[src/rtl/led_frame_fifo.sv]
// Synchronous FIFO for LED frame words, with occupancy count, threshold flags and error pulses.
// Define LED_FRAME_FIFO_FWFT_EN for first-word-fall-through read; default is a 1-cycle registered read.
module led_frame_fifo #(
  parameter int DATA_W   = 56,
  parameter int DEPTH    = 16,
  parameter int AF_LEVEL = 14,
  parameter int AE_LEVEL = 2
) (
  input  logic                       clk,
  input  logic                       rst_n,
  input  logic                       clr,
  input  logic [DATA_W-1:0]          din,
  input  logic                       wr_en,
  input  logic                       rd_en,
  output logic [DATA_W-1:0]          dout,
  output logic                       full,
  output logic                       empty,
  output logic                       almost_full,
  output logic                       almost_empty,
  output logic [$clog2(DEPTH):0]     count,
  output logic                       overflow,
  output logic                       underflow
);

  localparam int AW = $clog2(DEPTH);
  localparam int CW = AW + 1;
  localparam logic [CW-1:0] DEPTH_C = CW'(DEPTH);
  localparam logic [CW-1:0] AF_C    = CW'(AF_LEVEL);
  localparam logic [CW-1:0] AE_C    = CW'(AE_LEVEL);

  logic [DATA_W-1:0] mem [DEPTH];
  logic [AW-1:0]     wr_ptr;
  logic [AW-1:0]     rd_ptr;
  logic              rd_acc;
  logic              wr_acc;
  logic [CW-1:0]     cnt_nxt;

  // A read frees a slot in the same edge, so a full FIFO still takes a write alongside it.
  assign rd_acc = rd_en && !empty && !clr;
  assign wr_acc = wr_en && (!full || rd_acc) && !clr;

  always_comb begin
    cnt_nxt = count;
    if (clr)
      cnt_nxt = '0;
    else if (wr_acc && !rd_acc)
      cnt_nxt = count + CW'(1);
    else if (rd_acc && !wr_acc)
      cnt_nxt = count - CW'(1);
  end

  always_ff @(posedge clk) begin
    if (wr_acc)
      mem[wr_ptr] <= din;
  end

  always_ff @(posedge clk or negedge rst_n) begin
    if (!rst_n) begin
      wr_ptr       <= '0;
      rd_ptr       <= '0;
      count        <= '0;
      full         <= 1'b0;
      empty        <= 1'b1;
      almost_full  <= 1'b0;
      almost_empty <= 1'b1;
      overflow     <= 1'b0;
      underflow    <= 1'b0;
    end else begin
      if (clr) begin
        wr_ptr <= '0;
        rd_ptr <= '0;
      end else begin
        if (wr_acc) wr_ptr <= wr_ptr + AW'(1);
        if (rd_acc) rd_ptr <= rd_ptr + AW'(1);
      end
      count        <= cnt_nxt;
      full         <= (cnt_nxt == DEPTH_C);
      empty        <= (cnt_nxt == '0);
      almost_full  <= (cnt_nxt >= AF_C);
      almost_empty <= (cnt_nxt <= AE_C);
      overflow     <= wr_en && !wr_acc && !clr;
      underflow    <= rd_en && !rd_acc && !clr;
    end
  end

`ifdef LED_FRAME_FIFO_FWFT_EN
  // Head of queue is always presented; rd_en only acknowledges it.
  assign dout = mem[rd_ptr];
`else
  logic [DATA_W-1:0] dout_q;

  always_ff @(posedge clk or negedge rst_n) begin
    if (!rst_n)
      dout_q <= '0;
    else if (rd_acc)
      dout_q <= mem[rd_ptr];
  end

  assign dout = dout_q;
`endif

endmodule

[config.mk]
export PLATFORM = sky130hd
export DESIGN_NAME = led_frame_fifo
export DESIGN_NICKNAME = d
export VERILOG_FILES = /design/src/rtl/led_frame_fifo.sv
export SDC_FILE = /design/constraint.sdc
export NUM_CORES = 1
export LEC_CHECK = 0
export BUFFER_PORTS_ARGS = -buffer_cell sky130_fd_sc_hd__buf_2
export CORE_UTILIZATION = 55
export DETAILED_ROUTE_END_ITERATION = 8
export PLACE_DENSITY = 0.72
export REMOVE_ABC_BUFFERS = 1
export SETUP_SLACK_MARGIN = 0.02
export SYNTH_ARGS = -nofsm -noshare
export SYNTH_HDL_FRONTEND = slang
export SYNTH_SLANG_ARGS = --single-unit
[constraint.sdc]
create_clock -name clk -period 5.4 [get_ports clk]
set_clock_uncertainty 0.05 [all_clocks]
set_input_delay 0.27 -clock clk [delete_from_list [all_inputs] [get_ports clk]]
set_output_delay 0.27 -clock clk [all_outputs]
set_load 0.02 [all_outputs]
==> results of run 1 <==
## report_power, final
group / internal [W] / total (W) / switching (W)
clock network: 0.00375 / 0.00640 / 0.00266
logic: 0.000799 / 0.00178 / 0.000978
registers: 0.00850 / 0.00871 / 0.000211
total: 0.0130 / 0.0169 / 0.00385
## cells by family (layout without fill, tap and decap cells)
kind of cell	Yosys count	count (layout)	synth area share
AO/OA/AOI/OAI	124	124	0.0235
XOR/XNOR	8	8	0.00191
adder cells (fa/ha/maj)	7	7	0.00238
buffers and inverters	90	396	0.0103
flip-flops	971	971	0.783
multiplexers	340	340	0.169
AND/OR/NAND/NOR	68	68	0.00930
## flip-flops by register name, summed over array words and instances (netlist names)
signal and count:
almost_empty 1, almost_full 1, count 5, dout 56, empty 1, full 1
mem 896, overflow 1, rd_ptr 4, underflow 1, wr_ptr 4
## per-layer routing
| metal | wire length (µm) | up-vias | GRT usage |
|---|---|---|---|
| li1 | - | 7228 | - |
| met1 | 30800 | 9123 | 0.323 |
| met2 | 36100 | 591 | 0.360 |
| met3 | 4760 | 97 | 0.0332 |
| met4 | 1230 | 0 | 0.0585 |
| met5 | 0 | - | 0 |
## cell type report
type / count / area [µm²]
Multi-Input combinational cell: 547 / 7710
Tap cell: 864 / 1080
Timing Repair Buffer: 218 / 1630
Fill cell: 4225 / 23700
Clock buffer: 131 / 2670
Clock inverter: 43 / 392
Sequential cell: 971 / 28800
Inverter: 4 / 15.0
## path summary, 6_finish.rpt
check	cells past startpoint	to	startpoint	slack, ns
max	5	mem[7][4]$_DFFE_PP_	empty$_DFF_PN1_	1.63
min	2	underflow$_DFF_PN0_	clr	0.06
max reg2reg	5	mem[7][4]$_DFFE_PP_	empty$_DFF_PN1_	1.63
min reg2reg	1	dout[42]$_DFFE_PN0P_	dout[42]$_DFFE_PN0P_	0.42
max in group asynchronous	3	rd_ptr[0]$_DFFE_PN0P_	rst_n	4.04
min in group asynchronous	2	dout[20]$_DFFE_PN0P_	rst_n	0.07
## synthesized netlist by cell type (all sizes together), types with 4 or more instances
master | number | area share
a21o | 56 | 0.011
buf | 41 | 0.0053
clkbuf | 45 | 0.0046
dfrtp | 73 | 0.050
edfxtp | 896 | 0.73
ha | 7 | 0.0024
inv | 4 | 0.00041
mux2i | 113 | 0.031
mux4 | 224 | 0.14
nand2 | 13 | 0.0013
nor2 | 34 | 0.0035
o22ai | 57 | 0.0097
xor2 | 5 | 0.0012
## per-stage QoR
stage	setup WS, ns	utilization	total power, W	area, µm²	setup TNS (ns)
2_1_floorplan	-4.48	-	0.0102	36400	-266.36
3_3_place_gp	1.49	0.586	0.0106	38700	0
3_5_place_dp	1.33	0.586	0.0106	38700	0
4_1_cts	1.58	0.641	0.0170	42300	0
5_1_grt	1.46	0.641	0.0174	42300	0
6_report	1.63	0.641	0.0169	42300	0
==> flow_metrics.py, run 1 <==
metrics = {
    "critical_path": {
        "critPathMaxFanout": 59,
        "worstSetupPathType": "reg -> reg",
        "cp-end-kind": "flop",
        "critPathMaxStageDelay_ns": 1.02,
        "crit_arrival_ns": 4.03,
        "startpoint_type": "flop",
        "path_cells": "or3b_4 -> a21boi_2 -> nand2_1 -> nor2_4 -> buf_12",
        "crit_slowest_cell": "nor2_4",
        "required_ns": 5.66,
        "crit_family": "simple AND/OR/NAND/NOR gates",
        "cp_num_buf_inv": 1,
    },
    "placement": {
        "dpl.hpwl_um": 39500,
        "io_buffers": 127,
        "gp_congestion": 0.768,
        "place_inst": 2546,
    },
    "worst_hold_path": {
        "hold_path.class": "in -> reg",
    },
    "logic_synthesis": {
        "async_reset_ff_frac": 0.0772,
        "synth_cell_types": 42,
        "synth-main-ff-cell": "edfxtp_1",
        "syn_area_mm2": 0.0367,
        "synth-edff-count": 896,
        "seq_area_frac_synth": 0.783,
        "avgSynthCellArea_um2": 22.9,
        "ys_seq_elements": 971,
        "synthCells": 1608,
        "ys_warn_count": 0,
    },
    "sta": {
        "fmax_mhz": 266,
        "worst_pin_slew_ns": 1.23,
        "setup_violations": 0,
        "fin_crit_sh": 0.697,
        "finalHoldViolCount": 0,
        "rsz0062_at_grt": "no",
        "timing.final.crit_period_ns": 3.77,
        "maxSlewViolCount": 0,
        "slew_headroom": 0.179,
        "hold_ws_ns": 0.0578,
    },
    "floorplan": {
        "dieWidth_um": 260,
        "initial_core_util": 0.557,
        "design.core.area_mm2": 0.0660,
        "num_rows": 94,
        "fp.dieH_um": 260,
        "dieArea_mm2": 0.0679,
        "num_io_pins": 128,
    },
    "status": {
        "failed_checks": "design-rule violations",
        "outcome": "finished, violations left",
    },
    "global_route": {
        "grt_pass1_vias": 17852,
        "grt_usage": 0.223,
        "grt-ovfl-total": 0,
        "grt_pass1_wl_um": 111000,
        "antenna_found_initial": 1,
        "grt_max_degree": 70,
    },
    "route": {
        "vias_per_cell": 6.13,
        "drtPass1Iterations": 8,
        "drt-total-wl_um": 72900,
        "wl_per_cell_um": 26.2,
        "drt.antenna.violating_nets": 0,
        "vias": 17039,
        "drt_iter0_drc": 1674,
        "drc": 22,
    },
    "clock_tree": {
        "clk_pin_slew_worst_paths_ns": 0.06,
        "h-tree-depth": 3,
        "hold_buffers": 58,
        "cts_setup_buffers": 0,
        "clock_path_buffers": 3,
        "ctsRootBufferMaster": "clkbuf_16",
        "tritoncts": "yes",
        "clkSinkCount": 971,
        "cts_buffers": 93,
        "clk_latency_ns": 0.64,
        "cts_resized": 0,
    },
    "finish": {
        "layout_common_cells": "edfxtp_1, mux4_2, buf_2, mux2i_1, clkbuf_16",
        "final_cell_count_no_fill": 2778,
        "syn_to_final_growth_pct": 15.1,
        "num-nets-final": 1903,
        "drive_above_1_share": 0.293,
        "final_common_cell": "edfxtp_1",
        "diodes": 0,
    },
    "job": {
        "maxCapViolCount": 0,
    },
    "power_and_ir_drop": {
        "leakage_nw": 13.6,
        "power_density_mw_per_mm2": 399,
        "ir_drop_mv": 0.247,
    },
}
Note: power is estimated with default switching activity, not from simulation.
==> inputs of run 2 (changes only) <==
==> constraint.sdc (replaced) <==
create_clock -name clk -period 3.7 [get_ports clk]
set_clock_uncertainty 0.05 [all_clocks]
set_input_delay 0.185 -clock clk [delete_from_list [all_inputs] [get_ports clk]]
set_output_delay 0.185 -clock clk [all_outputs]
set_load 0.02 [all_outputs]
==> run 2 against run 1 <==
Net effect: the run still ends with design-rule violations left; first-iteration DRC count is 15% lower; register-to-register slack worse by 0.72 ns; critical path type is now in -> reg; wire length is 2.3% higher; critical path depth is 2 higher; power is 46% higher; via count is 1.1% higher; flip-flop and latch count stayed put; cell count is 0.65% higher; largest power group unchanged; core utilization is 0.32 points higher; sequential power is 46% higher; critical endpoint is now mem[4][45]$_DFFE_PP_; largest cell class unchanged.
==> flow_metrics.py, run 2 (synthesis results as in run 1) <==
metrics = {
    "worst_hold_path": {
        "hold_path.class": "in -> async",
    },
    "clock_tree": {
        "hold_buffers": 61,
        "clk_pin_slew_worst_paths_ns": 0.06,
        "h-tree-depth": 3,
        "ctsRootBufferMaster": "clkbuf_16",
        "cts_setup_buffers": 0,
        "tritoncts": "yes",
        "cts_resized": 0,
        "clk_latency_ns": 0.65,
        "clkSinkCount": 971,
        "cts_buffers": 93,
        "clock_path_buffers": 3,
    },
    "route": {
        "highest_layer": "met4",
        "vias_per_cell": 6.16,
        "drt-total-wl_um": 74500,
        "dr_wl_met3_um": 4680,
        "drc": 23,
        "vias": 17232,
        "drtPass1Iterations": 7,
        "dr_wl_met2_um": 36700,
        "wl_per_cell_um": 26.7,
        "drt_iter0_drc": 1420,
        "wl_met1_um": 31900,
        "drt.antenna.violating_nets": 0,
    },
    "floorplan": {
        "design.core.area_mm2": 0.0660,
        "dieArea_mm2": 0.0679,
        "fp.dieH_um": 260,
        "initial_core_util": 0.557,
        "num_io_pins": 128,
        "num_rows": 94,
        "dieWidth_um": 260,
    },
    "sta": {
        "slew_headroom": 0.275,
        "fmax_mhz": 352,
        "rsz0062_at_grt": "no",
        "maxSlewViolCount": 0,
        "worst_pin_slew_ns": 1.09,
        "fin_crit_sh": 0.768,
        "setup_violations": 0,
        "fin_ws_ns": 0.857,
        "finalHoldViolCount": 0,
        "timing.final.crit_period_ns": 2.84,
    },
    "placement": {
        "gp_congestion": 0.761,
        "post-place-ws_ns": 0.784,
        "io_buffers": 127,
        "dpl.hpwl_um": 39600,
    },
    "power_and_ir_drop": {
        "leakage_nw": 13.7,
        "ir_drop_mv": 0.337,
        "total_power_w": 0.0246,
        "power_density_mw_per_mm2": 579,
    },
    "critical_path": {
        "startpoint_type": "input pin",
        "crit_arrival_ns": 3.08,
        "critPathMaxFanout": 47,
        "worstSetupPathType": "in -> reg",
        "required_ns": 3.93,
        "cp-end-kind": "flop",
    },
    "finish": {
        "largest_reg_flops": 896,
        "syn_to_final_growth_pct": 15.7,
        "final_core_util": 0.644,
        "n_fill_cell": 4199,
        "layout_common_cells": "edfxtp_1, mux4_2, buf_2, mux2i_1, clkbuf_16",
        "final_common_cell": "edfxtp_1",
        "drive_above_1_share": 0.294,
        "num-nets-final": 1924,
        "largest-register": "mem",
    },
    "global_route": {
        "grt_max_degree": 58,
        "antenna_found_initial": 1,
        "grt_pass1_vias": 17938,
        "grt-ovfl-total": 0,
        "grt_pass1_wl_um": 113000,
        "grt_usage": 0.226,
    },
    "job": {
        "maxCapViolCount": 0,
    },
    "status": {
        "failed_checks": "design-rule violations",
        "outcome": "finished, violations left",
    },
}
## run 2: final cells by class
class	instances	area, µm²	share of cell area
flip-flops and latches	971	28800	0.677
inverters	4	15.0	0.000353
repair buffers	239	1880	0.0443
diodes	1	2.50	0.0000589
clock inverters	41	435	0.0102
well taps	864	1080	0.0254
clock buffers	129	2580	0.0608
multi-input cells	547	7710	0.181
## run 2: critical path, stage by stage
cell           delay [ns]
dlygate4sd3_1        0.53
buf_2                0.28
or3b_4               0.47
a21boi_2             0.41
nand2_1              0.35
nor2_4               0.42
buf_12               0.39
## run 2: worst paths after layout
kind | slack [ns] | startpoint | cells past startpoint | endpoint
max reg2reg | 0.91 | empty$_DFF_PN1_ | 5 | mem[4][45]$_DFFE_PP_
min in group clk | 0.38 | wr_en | 3 | overflow$_DFF_PN0_
min reg2reg | 0.42 | dout[37]$_DFFE_PN0P_ | 1 | dout[37]$_DFFE_PN0P_
max in group asynchronous | 2.47 | rst_n | 3 | dout[36]$_DFFE_PN0P_
min | 0.11 | rst_n | 2 | dout[37]$_DFFE_PN0P_
max | 0.86 | clr | 7 | mem[4][45]$_DFFE_PP_
## run 2: per-layer routing
layer | up-vias | global-route usage
met1 | 9255 | 0.330
li1 | 7266 | -
met4 | 0 | 0.0595
met3 | 89 | 0.0356
met2 | 622 | 0.361
met5 | - | 0
## run 2: report_power, final
| group | total, W | internal (W) | switching [W] |
|---|---|---|---|
| combinational | 0.00263 | 0.00120 | 0.00143 |
| sequential | 0.0127 | 0.0124 | 0.000254 |
| clock | 0.00935 | 0.00544 | 0.00390 |
## run 2: metrics by stage
stage               hold slack [ns]  cell area [µm²]  setup TNS, ns  std cells
floorplan                    -0.161            36400       -1399.53       1522
global placement              0.240            38900              0       2564
detailed placement            0.252            38900              0       2564
CTS                           0.108            42500              0       2795
global route                  0.188            42500              0       2796
finish                        0.108            42500              0       2796
